==> config.mk <==
export PLATFORM = sky130hd
export DESIGN_NAME = lm32_ram_write_arbiter_flat
export DESIGN_NICKNAME = d
export VERILOG_FILES = /design/src/rtl/lm32_ram_write_arbiter_if.sv /design/src/rtl/lm32_ram_write_arbiter.sv /design/src/flat_wrapper.sv
export SDC_FILE = /design/constraint.sdc
export NUM_CORES = 1
export LEC_CHECK = 0
export CAP_MARGIN = 20
export CELL_PAD_IN_SITES_DETAIL_PLACEMENT = 0
export CELL_PAD_IN_SITES_GLOBAL_PLACEMENT = 1
export CORE_ASPECT_RATIO = 1.1
export CORE_UTILIZATION = 24
export DETAILED_ROUTE_END_ITERATION = 10
export PLACE_DENSITY_LB_ADDON = 0.1
export RECOVER_POWER = 50
export SLEW_MARGIN = 20
export SYNTH_ARGS = -nofsm -noshare
export SYNTH_HDL_FRONTEND = slang
export SYNTH_SLANG_ARGS = --single-unit
export TNS_END_PERCENT = 100
==> constraint.sdc <==
create_clock -name clk_i -period 1.6 [get_ports clk_i]
set_clock_uncertainty 0.05 [all_clocks]
set_input_delay 0.32 -clock clk_i [delete_from_list [all_inputs] [get_ports clk_i]]
set_output_delay 0.32 -clock clk_i [all_outputs]
set_load 0.05 [all_outputs]
==> src/rtl/lm32_ram_write_arbiter_if.sv <==
// Write-side bus of the RAM write arbiter: flush request, two write requesters,
// their grants and the RAM write port with sweep status.
interface lm32_ram_write_arbiter_if #(
    parameter int addr_width = 10,
    parameter int data_width = 8
);
    logic                  flush_i;
    logic                  a_req_i;
    logic [addr_width-1:0] a_addr_i;
    logic [data_width-1:0] a_data_i;
    logic                  b_req_i;
    logic [addr_width-1:0] b_addr_i;
    logic [data_width-1:0] b_data_i;
    logic                  a_gnt_o;
    logic                  b_gnt_o;
    logic                  ram_we_o;
    logic [addr_width-1:0] ram_waddr_o;
    logic [data_width-1:0] ram_wdata_o;
    logic                  busy_o;
    logic                  done_o;

    modport slave (
        input  flush_i, a_req_i, a_addr_i, a_data_i, b_req_i, b_addr_i, b_data_i,
        output a_gnt_o, b_gnt_o, ram_we_o, ram_waddr_o, ram_wdata_o, busy_o, done_o
    );

    modport master (
        output flush_i, a_req_i, a_addr_i, a_data_i, b_req_i, b_addr_i, b_data_i,
        input  a_gnt_o, b_gnt_o, ram_we_o, ram_waddr_o, ram_wdata_o, busy_o, done_o
    );
endinterface

==> src/rtl/lm32_ram_write_arbiter.sv <==
// Owns the RAM write port: sweeps init_value over the whole RAM after reset or
// flush, otherwise grants one of two writers per cycle in round-robin order.
module lm32_ram_write_arbiter #(
    parameter int                        addr_width = 10,
    parameter int                        addr_depth = 1024,
    parameter int                        data_width = 8,
    parameter logic [data_width-1:0]     init_value = '0
) (
    input  logic                     clk_i,
    input  logic                     rst_i,
    lm32_ram_write_arbiter_if.slave  bus
);
    typedef enum logic {SWEEP, ARB} state_t;

    localparam logic [addr_width-1:0] last_addr = addr_width'(addr_depth - 1);

    state_t                state_reg, state_next;
    logic [addr_width-1:0] cnt_reg, cnt_next;
    logic                  last_b_reg, last_b_next;
    logic                  done_reg, done_next;

    logic                  a_gnt, b_gnt, we, busy;
    logic [addr_width-1:0] waddr;
    logic [data_width-1:0] wdata;

    always_ff @(posedge clk_i) begin
        if (!rst_i) begin
            state_reg  <= SWEEP;
            cnt_reg    <= '0;
            last_b_reg <= 1'b1;
            done_reg   <= 1'b0;
        end else begin
            state_reg  <= state_next;
            cnt_reg    <= cnt_next;
            last_b_reg <= last_b_next;
            done_reg   <= done_next;
        end
    end

    always_comb begin
        state_next  = state_reg;
        cnt_next    = cnt_reg;
        last_b_next = last_b_reg;
        done_next   = 1'b0;
        a_gnt       = 1'b0;
        b_gnt       = 1'b0;
        we          = 1'b0;
        waddr       = '0;
        wdata       = '0;
        busy        = 1'b0;

        case (state_reg)
            SWEEP: begin
                we    = 1'b1;
                waddr = cnt_reg;
                wdata = init_value;
                busy  = 1'b1;
                if (cnt_reg == last_addr) begin
                    state_next = ARB;
                    cnt_next   = '0;
                    done_next  = 1'b1;
                end else begin
                    cnt_next = cnt_reg + 1'b1;
                end
            end
            default: begin
                if (bus.flush_i) begin
                    state_next = SWEEP;
                    cnt_next   = '0;
                end else if (bus.a_req_i && (!bus.b_req_i || last_b_reg)) begin
                    a_gnt       = 1'b1;
                    we          = 1'b1;
                    waddr       = bus.a_addr_i;
                    wdata       = bus.a_data_i;
                    last_b_next = 1'b0;
                end else if (bus.b_req_i) begin
                    b_gnt       = 1'b1;
                    we          = 1'b1;
                    waddr       = bus.b_addr_i;
                    wdata       = bus.b_data_i;
                    last_b_next = 1'b1;
                end
            end
        endcase

        // While reset is held, readers see busy and nothing reaches the RAM.
        if (!rst_i) begin
            a_gnt = 1'b0;
            b_gnt = 1'b0;
            we    = 1'b0;
            waddr = '0;
            wdata = '0;
            busy  = 1'b1;
        end
    end

    assign bus.a_gnt_o     = a_gnt;
    assign bus.b_gnt_o     = b_gnt;
    assign bus.ram_we_o    = we;
    assign bus.ram_waddr_o = waddr;
    assign bus.ram_wdata_o = wdata;
    assign bus.busy_o      = busy;
    assign bus.done_o      = done_reg;
endmodule

==> src/flat_wrapper.sv <==
// flat-port wrapper written by rule: the top's interface ports become plain ports
module lm32_ram_write_arbiter_flat 
#(
    parameter int                        addr_width = 10,
    parameter int                        addr_depth = 1024,
    parameter int                        data_width = 8,
    parameter logic [data_width-1:0]     init_value = '0
)
  (clk_i, rst_i, bus_flush_i, bus_a_req_i, bus_a_addr_i, bus_a_data_i, bus_b_req_i, bus_b_addr_i, bus_b_data_i, bus_a_gnt_o, bus_b_gnt_o, bus_ram_we_o, bus_ram_waddr_o, bus_ram_wdata_o, bus_busy_o, bus_done_o);
  lm32_ram_write_arbiter_if #(.addr_width(addr_width), .data_width(data_width)) bus_i ();
  input  logic clk_i;
  input  logic rst_i;
  input wire logic [$bits(bus_i.flush_i)-1:0] bus_flush_i;
  input wire logic [$bits(bus_i.a_req_i)-1:0] bus_a_req_i;
  input wire logic [$bits(bus_i.a_addr_i)-1:0] bus_a_addr_i;
  input wire logic [$bits(bus_i.a_data_i)-1:0] bus_a_data_i;
  input wire logic [$bits(bus_i.b_req_i)-1:0] bus_b_req_i;
  input wire logic [$bits(bus_i.b_addr_i)-1:0] bus_b_addr_i;
  input wire logic [$bits(bus_i.b_data_i)-1:0] bus_b_data_i;
  output wire logic [$bits(bus_i.a_gnt_o)-1:0] bus_a_gnt_o;
  output wire logic [$bits(bus_i.b_gnt_o)-1:0] bus_b_gnt_o;
  output wire logic [$bits(bus_i.ram_we_o)-1:0] bus_ram_we_o;
  output wire logic [$bits(bus_i.ram_waddr_o)-1:0] bus_ram_waddr_o;
  output wire logic [$bits(bus_i.ram_wdata_o)-1:0] bus_ram_wdata_o;
  output wire logic [$bits(bus_i.busy_o)-1:0] bus_busy_o;
  output wire logic [$bits(bus_i.done_o)-1:0] bus_done_o;
  assign bus_i.flush_i = bus_flush_i;
  assign bus_i.a_req_i = bus_a_req_i;
  assign bus_i.a_addr_i = bus_a_addr_i;
  assign bus_i.a_data_i = bus_a_data_i;
  assign bus_i.b_req_i = bus_b_req_i;
  assign bus_i.b_addr_i = bus_b_addr_i;
  assign bus_i.b_data_i = bus_b_data_i;
  assign bus_a_gnt_o = bus_i.a_gnt_o;
  assign bus_b_gnt_o = bus_i.b_gnt_o;
  assign bus_ram_we_o = bus_i.ram_we_o;
  assign bus_ram_waddr_o = bus_i.ram_waddr_o;
  assign bus_ram_wdata_o = bus_i.ram_wdata_o;
  assign bus_busy_o = bus_i.busy_o;
  assign bus_done_o = bus_i.done_o;
  lm32_ram_write_arbiter #(.addr_width(addr_width), .addr_depth(addr_depth), .data_width(data_width), .init_value(init_value)) u_core (.clk_i(clk_i), .rst_i(rst_i), .bus(bus_i));
endmodule
# ---- Yosys cells after proc, flatten, opt, wreduce, memory -nomap -nowiden
# Cells that the tools add are included.
dict set report totals {
  register_bits 13
}
dict set report op_classes {
  addsub 1
  n_eq_ne 2
  n_mux 33
  bitwise_logic 2
  n_reduce_logical 6
}
# operator n
set op_table {}
lappend op_table {{10-bit two-way mux} 8}
lappend op_table {{8-bit two-way mux} 5}
lappend op_table {{1-bit two-way mux} 20}
lappend op_table {{10-bit by 1-bit adder with 10-bit output (second input constant)} 1}
lappend op_table {{10-bit equality test (second input constant)} 1}
lappend op_table {{3-bit AND reduction} 1}
lappend op_table {{2-bit inequality test (second input constant)} 1}
lappend op_table {{1-bit inverter} 2}
lappend op_table {{2-bit nonzero test} 1}
lappend op_table {{2-bit OR reduction} 1}
lappend op_table {{1-bit logical AND} 1}
lappend op_table {{1-bit zero test} 1}
lappend op_table {{1-bit logical OR} 1}

# ---- Logic depth before layout (Yosys ltp)
dict set report logic_depth {
  word_depth 7
  mapped_depth 6
}

# ---- Worst setup path before layout
# No wires, ideal clock.
dict set report synth_path {
  path_kind {register to output}
  startpoint {reg u_core.state_reg}
  endpoint {out bus_ram_waddr_o[9]}
  t_arrival_ns 1.652
  setup_slack_ns -0.422
  path_stages_with_launch 7
  n_path_buf 2
  path_cell_list {dfxtp_1 > buf_6 > nor2b_4 > and3_4 > buf_6 > a222oi_1 > nor2_1}
}
dict set report synth_via {
  elab_chain_len 2
}
# element line_no
set synth_lines {}
lappend synth_lines {{start, declared} lm32_ram_write_arbiter.sv:17} ;# state_t state_reg, state_next;
lappend synth_lines {{start signal, assigned} lm32_ram_write_arbiter.sv:33} ;# state_reg <= state_next;
lappend synth_lines {{10-bit two-way mux} lm32_ram_write_arbiter.sv:52} ;# case (state_reg)
lappend synth_lines {{10-bit two-way mux} lm32_ram_write_arbiter.sv:87} ;# if (!rst_i) begin
lappend synth_lines {{end, declared} flat_wrapper.sv:23} ;# output wire logic [$bits(bus_i.ram_waddr_o)-1:0] bus_ram_waddr_o;
# Every way passes these cells.

# ---- Final worst setup path
dict set report layout_path {
  startpoint {in bus_b_req_i}
  endpoint {out bus_ram_waddr_o[5]}
}
dict set report layout_via {
  elab_chain_len 7
  word_cells_on_any_way 8
}
# element line_no
set layout_lines {}
lappend layout_lines {{start, declared} flat_wrapper.sv:17} ;# input wire logic [$bits(bus_i.b_req_i)-1:0] bus_b_req_i;
lappend layout_lines {{1-bit zero test} lm32_ram_write_arbiter.sv:70} ;# end else if (bus.a_req_i && (!bus.b_req_i || last_b_reg)) begin
lappend layout_lines {{1-bit logical OR} lm32_ram_write_arbiter.sv:70}
lappend layout_lines {{1-bit logical AND} lm32_ram_write_arbiter.sv:70}
lappend layout_lines {{10-bit two-way mux (*)} lm32_ram_write_arbiter.sv:70}
lappend layout_lines {{10-bit two-way mux (*)} lm32_ram_write_arbiter.sv:67} ;# if (bus.flush_i) begin
lappend layout_lines {{10-bit two-way mux (*)} lm32_ram_write_arbiter.sv:52}
lappend layout_lines {{10-bit two-way mux (*)} lm32_ram_write_arbiter.sv:87}
# Mark *: on every way between the ends. The rest lies on a longest branch, timed or not.

==> results by stage <==
Route:
- For this run, the detailed router's first-pass iteration total came to 4.
- The detail route stage leaves a number of antenna-violating nets equal to 0.
- The count of vias placed by the detailed router is 1290.
- The aggregate routed wire length is 3.94 mm.
- Dividing the detail-routed via count by the number of cells gives 5.06.
- The average wire length per cell after detail routing is 15.5 um.
- For this run, design rule violations remaining after detail routing come to 0.
- For this block, the initial DRC count from the detailed router was 70.

STA:
- The count of final max-slew check failures is 0.
- Adding up every negative setup slack in the final design gives -7.57 ns.
- The remaining max-slew budget at the tightest pin is 58.4%.
- The transition time of the tightest slew-check pin is 0.626 ns.
- The final count of negative-setup-slack endpoints is 20.
- After layout, the worst path uses 125% of the clock period.
- The smallest clock period supported by the final layout is computed as 2.01 ns.
- The worst setup margin is -0.405 ns.
- The count of endpoints failing hold in the final timing report is 0.
- The tightest hold path in the finished design has a slack of 0.445 ns.
- Setup repair after global routing could not meet its margin everywhere.
- The fmax is 499 MHz.

Finish:
- The number of antenna diodes in the final layout is 0.
- Cells with a size suffix above 1 make up 38.0% of the layout.
- Fill cells in the final layout number 336.
- The final net count is 248.
- The layout overhead on the synthesized area is 132%.
- After the flow finishes, the layout carries non-filler instances totaling 255.
- Summing all multi-input logic gate instances after layout gives 811 um^2.
- The number of flip-flops under the largest register name is 10.
- Summing all flip-flop and latch instances after layout gives 263 um^2.

Hold path:
- Counting instances, the worst hold path has a depth of 2.
- The beginning of the worst hold path is rst_i.
- The class of the tightest hold or removal check is in -> reg.
- The end point of the worst hold path is u_core.last_b_reg.

Placed design:
- The congestion estimate from routability-driven global placement came to 0.802.
- The cell count after placement is 248.
- Input and output buffers added on the ports amount to 63.
- The placed wire-length estimate after detailed placement is 3.10 mm.

Die:
- The initialized floorplan defines 23 standard-cell rows.
- Pin placement for this block handled 64 I/O pins.
- Once the floorplan was initialized, standard cells occupied 25.6% of the core.
- In this run the standard cell core region covers 3740 um^2.
- The horizontal die dimension is 62.2 um.
- The floorplan step set the die height to 68.2 um.
- The die footprint is 4250 um^2.

Flow run:
- Max-cap violations in this run came to 0.

Synth:
- Yosys mapped a number of flops with a built-in enable equal to 0.
- Counting flops and latches in the post-synthesis netlist gives 13.
- The netlist uses 36 different library cells.
- The cell area that synthesis handed to floorplanning was 957 um^2.
- During synthesis, Yosys emitted a total of 0 warnings.
- sky130_fd_sc_hd__dfxtp_1 takes more of the synthesized area than any other cell.
- The dominant synthesized flop cell is sky130_fd_sc_hd__dfxtp_1.
- After synthesis, the mean cell area works out to 7.98 um^2.
- Counting flops with an async set or reset pin after synthesis yields a share of 0%.
- The number of nets handed over by synthesis was 162.
- In this run the biggest area consumer among cell types represents 27.2% of the synthesized area.
- Yosys attributes the largest share of cell area to sky130_fd_sc_hd__dfxtp_1, sky130_fd_sc_hd__a222oi_1, sky130_fd_sc_hd__a22o_1.
- The portion of the post-synthesis area used by sequential elements is 27.2%.
- The cell count after synthesis came out at 120.

Global routing:
- Entering global routing, the biggest net connects 13 pins.
- The via count of the first global-routing pass is 1301.
- The number of antenna violations at the first check in global routing was 0.
- Global routing used 19.1% of the available tracks across all layers.
- The aggregate global routing overflow is 0.
- The first global-routing pass estimated 6.19 mm of wire.

Critical path:
- The startpoint of the worst register-to-register path is u_core.cnt_reg[1].
- The number of cells on the worst reg-to-reg path is 5.
- STA puts the critical path data required time at 1.23 ns.
- The worst setup path is of the in -> out kind.
- The worst setup path is captured at a primary output.
- The data arrival time of the critical path is 1.64 ns.
- The endpoint identified for the worst register-to-register timing path is u_core.cnt_reg[3].
- The nature of the critical path startpoint is an input port.
- For flop-to-flop paths, the worst setup slack is 0.04 ns.
- Of all nets on the critical path, the largest fanout is 6.

Clocking:
- CTS built an H-tree with a depth of 1.
- The number of clock sinks is 13.
- The cell at the root of the clock tree is sky130_fd_sc_hd__clkbuf_8.
- The worst-skew pair later-pin latency is 0.25 ns.
- The clock passes through at most 2 buffers.
- The clock edge transition at the registers on the reported setup and hold paths is 0.05 ns.
- The number of buffers added to fix hold violations after cts is 0.
- The clock tree from TritonCTS is done.
- The number of buffers inserted during clock tree synthesis is 3.

Outcome:
- The checks that failed: negative setup slack.
- The run finished, with violations left.

Pwr:
- The static leakage power is 0.877 nW.
- The power density over the cells is 391 nW/um^2.
- The worst ir drop on vdd is 0.264 mV.
critical path, stage by stage:
cell and delay, ns:
sky130_fd_sc_hd__dlygate4sd2_1 0.25, sky130_fd_sc_hd__buf_4 0.15, sky130_fd_sc_hd__and3_4 0.20, sky130_fd_sc_hd__a222oi_1 0.48, sky130_fd_sc_hd__nor2_4 0.06, sky130_fd_sc_hd__buf_12 0.16
power breakdown:
part	total (mW)	switching, mW	internal (mW)
registers	0.339	0.00824	0.330
clock network	0.298	0.122	0.176
logic	0.233	0.0926	0.141
total	0.870	0.222	0.647
per-layer routing:
metal	wire (um)	up-vias	part of all wire, %	GRT usage (%)
met4	53	0	1.3	6.98
li1	-	644	-	-
met2	2130	46	54	36.8
met5	0	-	0	0
met1	1550	596	39	21.0
met3	204	4	5.2	4.00
cell usage in the layout, fill, tap and decap left out, types with 2 or more instances in the layout:
cell,n
sky130_fd_sc_hd__a21oi_1,4
sky130_fd_sc_hd__a222oi_1,10
sky130_fd_sc_hd__a22o_4,8
sky130_fd_sc_hd__a31oi_1,3
sky130_fd_sc_hd__and3_1,3
sky130_fd_sc_hd__and4_1,2
sky130_fd_sc_hd__buf_12,24
sky130_fd_sc_hd__buf_4,19
sky130_fd_sc_hd__clkbuf_1,4
sky130_fd_sc_hd__clkbuf_8,3
sky130_fd_sc_hd__clkdlybuf4s50_1,36
sky130_fd_sc_hd__dfxtp_1,11
sky130_fd_sc_hd__dfxtp_2,2
sky130_fd_sc_hd__dlygate4sd2_1,4
sky130_fd_sc_hd__inv_1,2
sky130_fd_sc_hd__nand2_1,10
sky130_fd_sc_hd__nand2_2,2
sky130_fd_sc_hd__nand2b_1,2
sky130_fd_sc_hd__nand3_1,7
sky130_fd_sc_hd__nor2_1,8
sky130_fd_sc_hd__nor2_4,11
sky130_fd_sc_hd__o21ai_0,4
sky130_fd_sc_hd__o21ai_1,4
worst max-delay path by stage:
stage,slack [ns],from,to
floorplan,-0.17,u_core.state_reg,bus_ram_wdata_o[0]
global placement,-0.62,bus_b_req_i,bus_ram_waddr_o[5]
detailed placement,-0.65,bus_b_req_i,bus_ram_waddr_o[5]
CTS,-0.43,u_core.state_reg,bus_ram_waddr_o[5]
global route,-0.48,u_core.state_reg,bus_ram_waddr_o[5]
finish,-0.41,bus_b_req_i,bus_ram_waddr_o[5]
repair_timing:
item,CTS,global route
cloned,2,0
pin swaps,4,3
endpoints found under the setup margin,22,28
gates resized for setup,10,2
hold endpoints to repair,0,0
buffers inserted,1,0
cells in the mapped netlist, types with 2 or more instances:
cell type                  number
sky130_fd_sc_hd__a31oi_1        3
sky130_fd_sc_hd__a21oi_1        5
sky130_fd_sc_hd__o21ai_0        3
sky130_fd_sc_hd__nand2_1       12
sky130_fd_sc_hd__and3_1         3
sky130_fd_sc_hd__nor2_1        18
sky130_fd_sc_hd__nand2b_1       2
sky130_fd_sc_hd__a22o_1         9
sky130_fd_sc_hd__buf_6          3
sky130_fd_sc_hd__dfxtp_1       13
sky130_fd_sc_hd__inv_1          3
sky130_fd_sc_hd__o21ai_1        5
sky130_fd_sc_hd__nand3_1        7
sky130_fd_sc_hd__a222oi_1      10
sky130_fd_sc_hd__clkbuf_1       2
sky130_fd_sc_hd__and4_1         2
logic make-up (layout without fill, tap and decap cells):
family	count (synthesis)	in the layout	synth area share, %
adder cells (fa/ha/maj)	1	1	1.31
AO/OA/AOI/OAI	44	45	36.5
AND/OR/NAND/NOR	52	53	28.2
flip-flops	13	13	27.2
buffers and inverters	10	93	6.80
stage by stage:
stage               area, um^2  setup slack, ns  util, %  power, mW
floorplan                 1110           -0.168        -      0.412
global placement          2170           -0.616     57.9      0.577
detailed placement        2170           -0.655     57.9      0.582
CTS                       2250           -0.433     60.0      0.878
global route              2220           -0.482     59.4      0.906
finish                    2220           -0.405     59.4      0.870
area by class of cell:
cell class / instances / share of cell area, %
clock buffer: 4 / 2.03
inverter: 3 / 0.507
multi-input combinational: 99 / 36.5
sequential: 13 / 11.8
tap: 50 / 2.82
timing repair buffer: 86 / 46.3
Note: power is estimated with default switching activity, not from simulation.
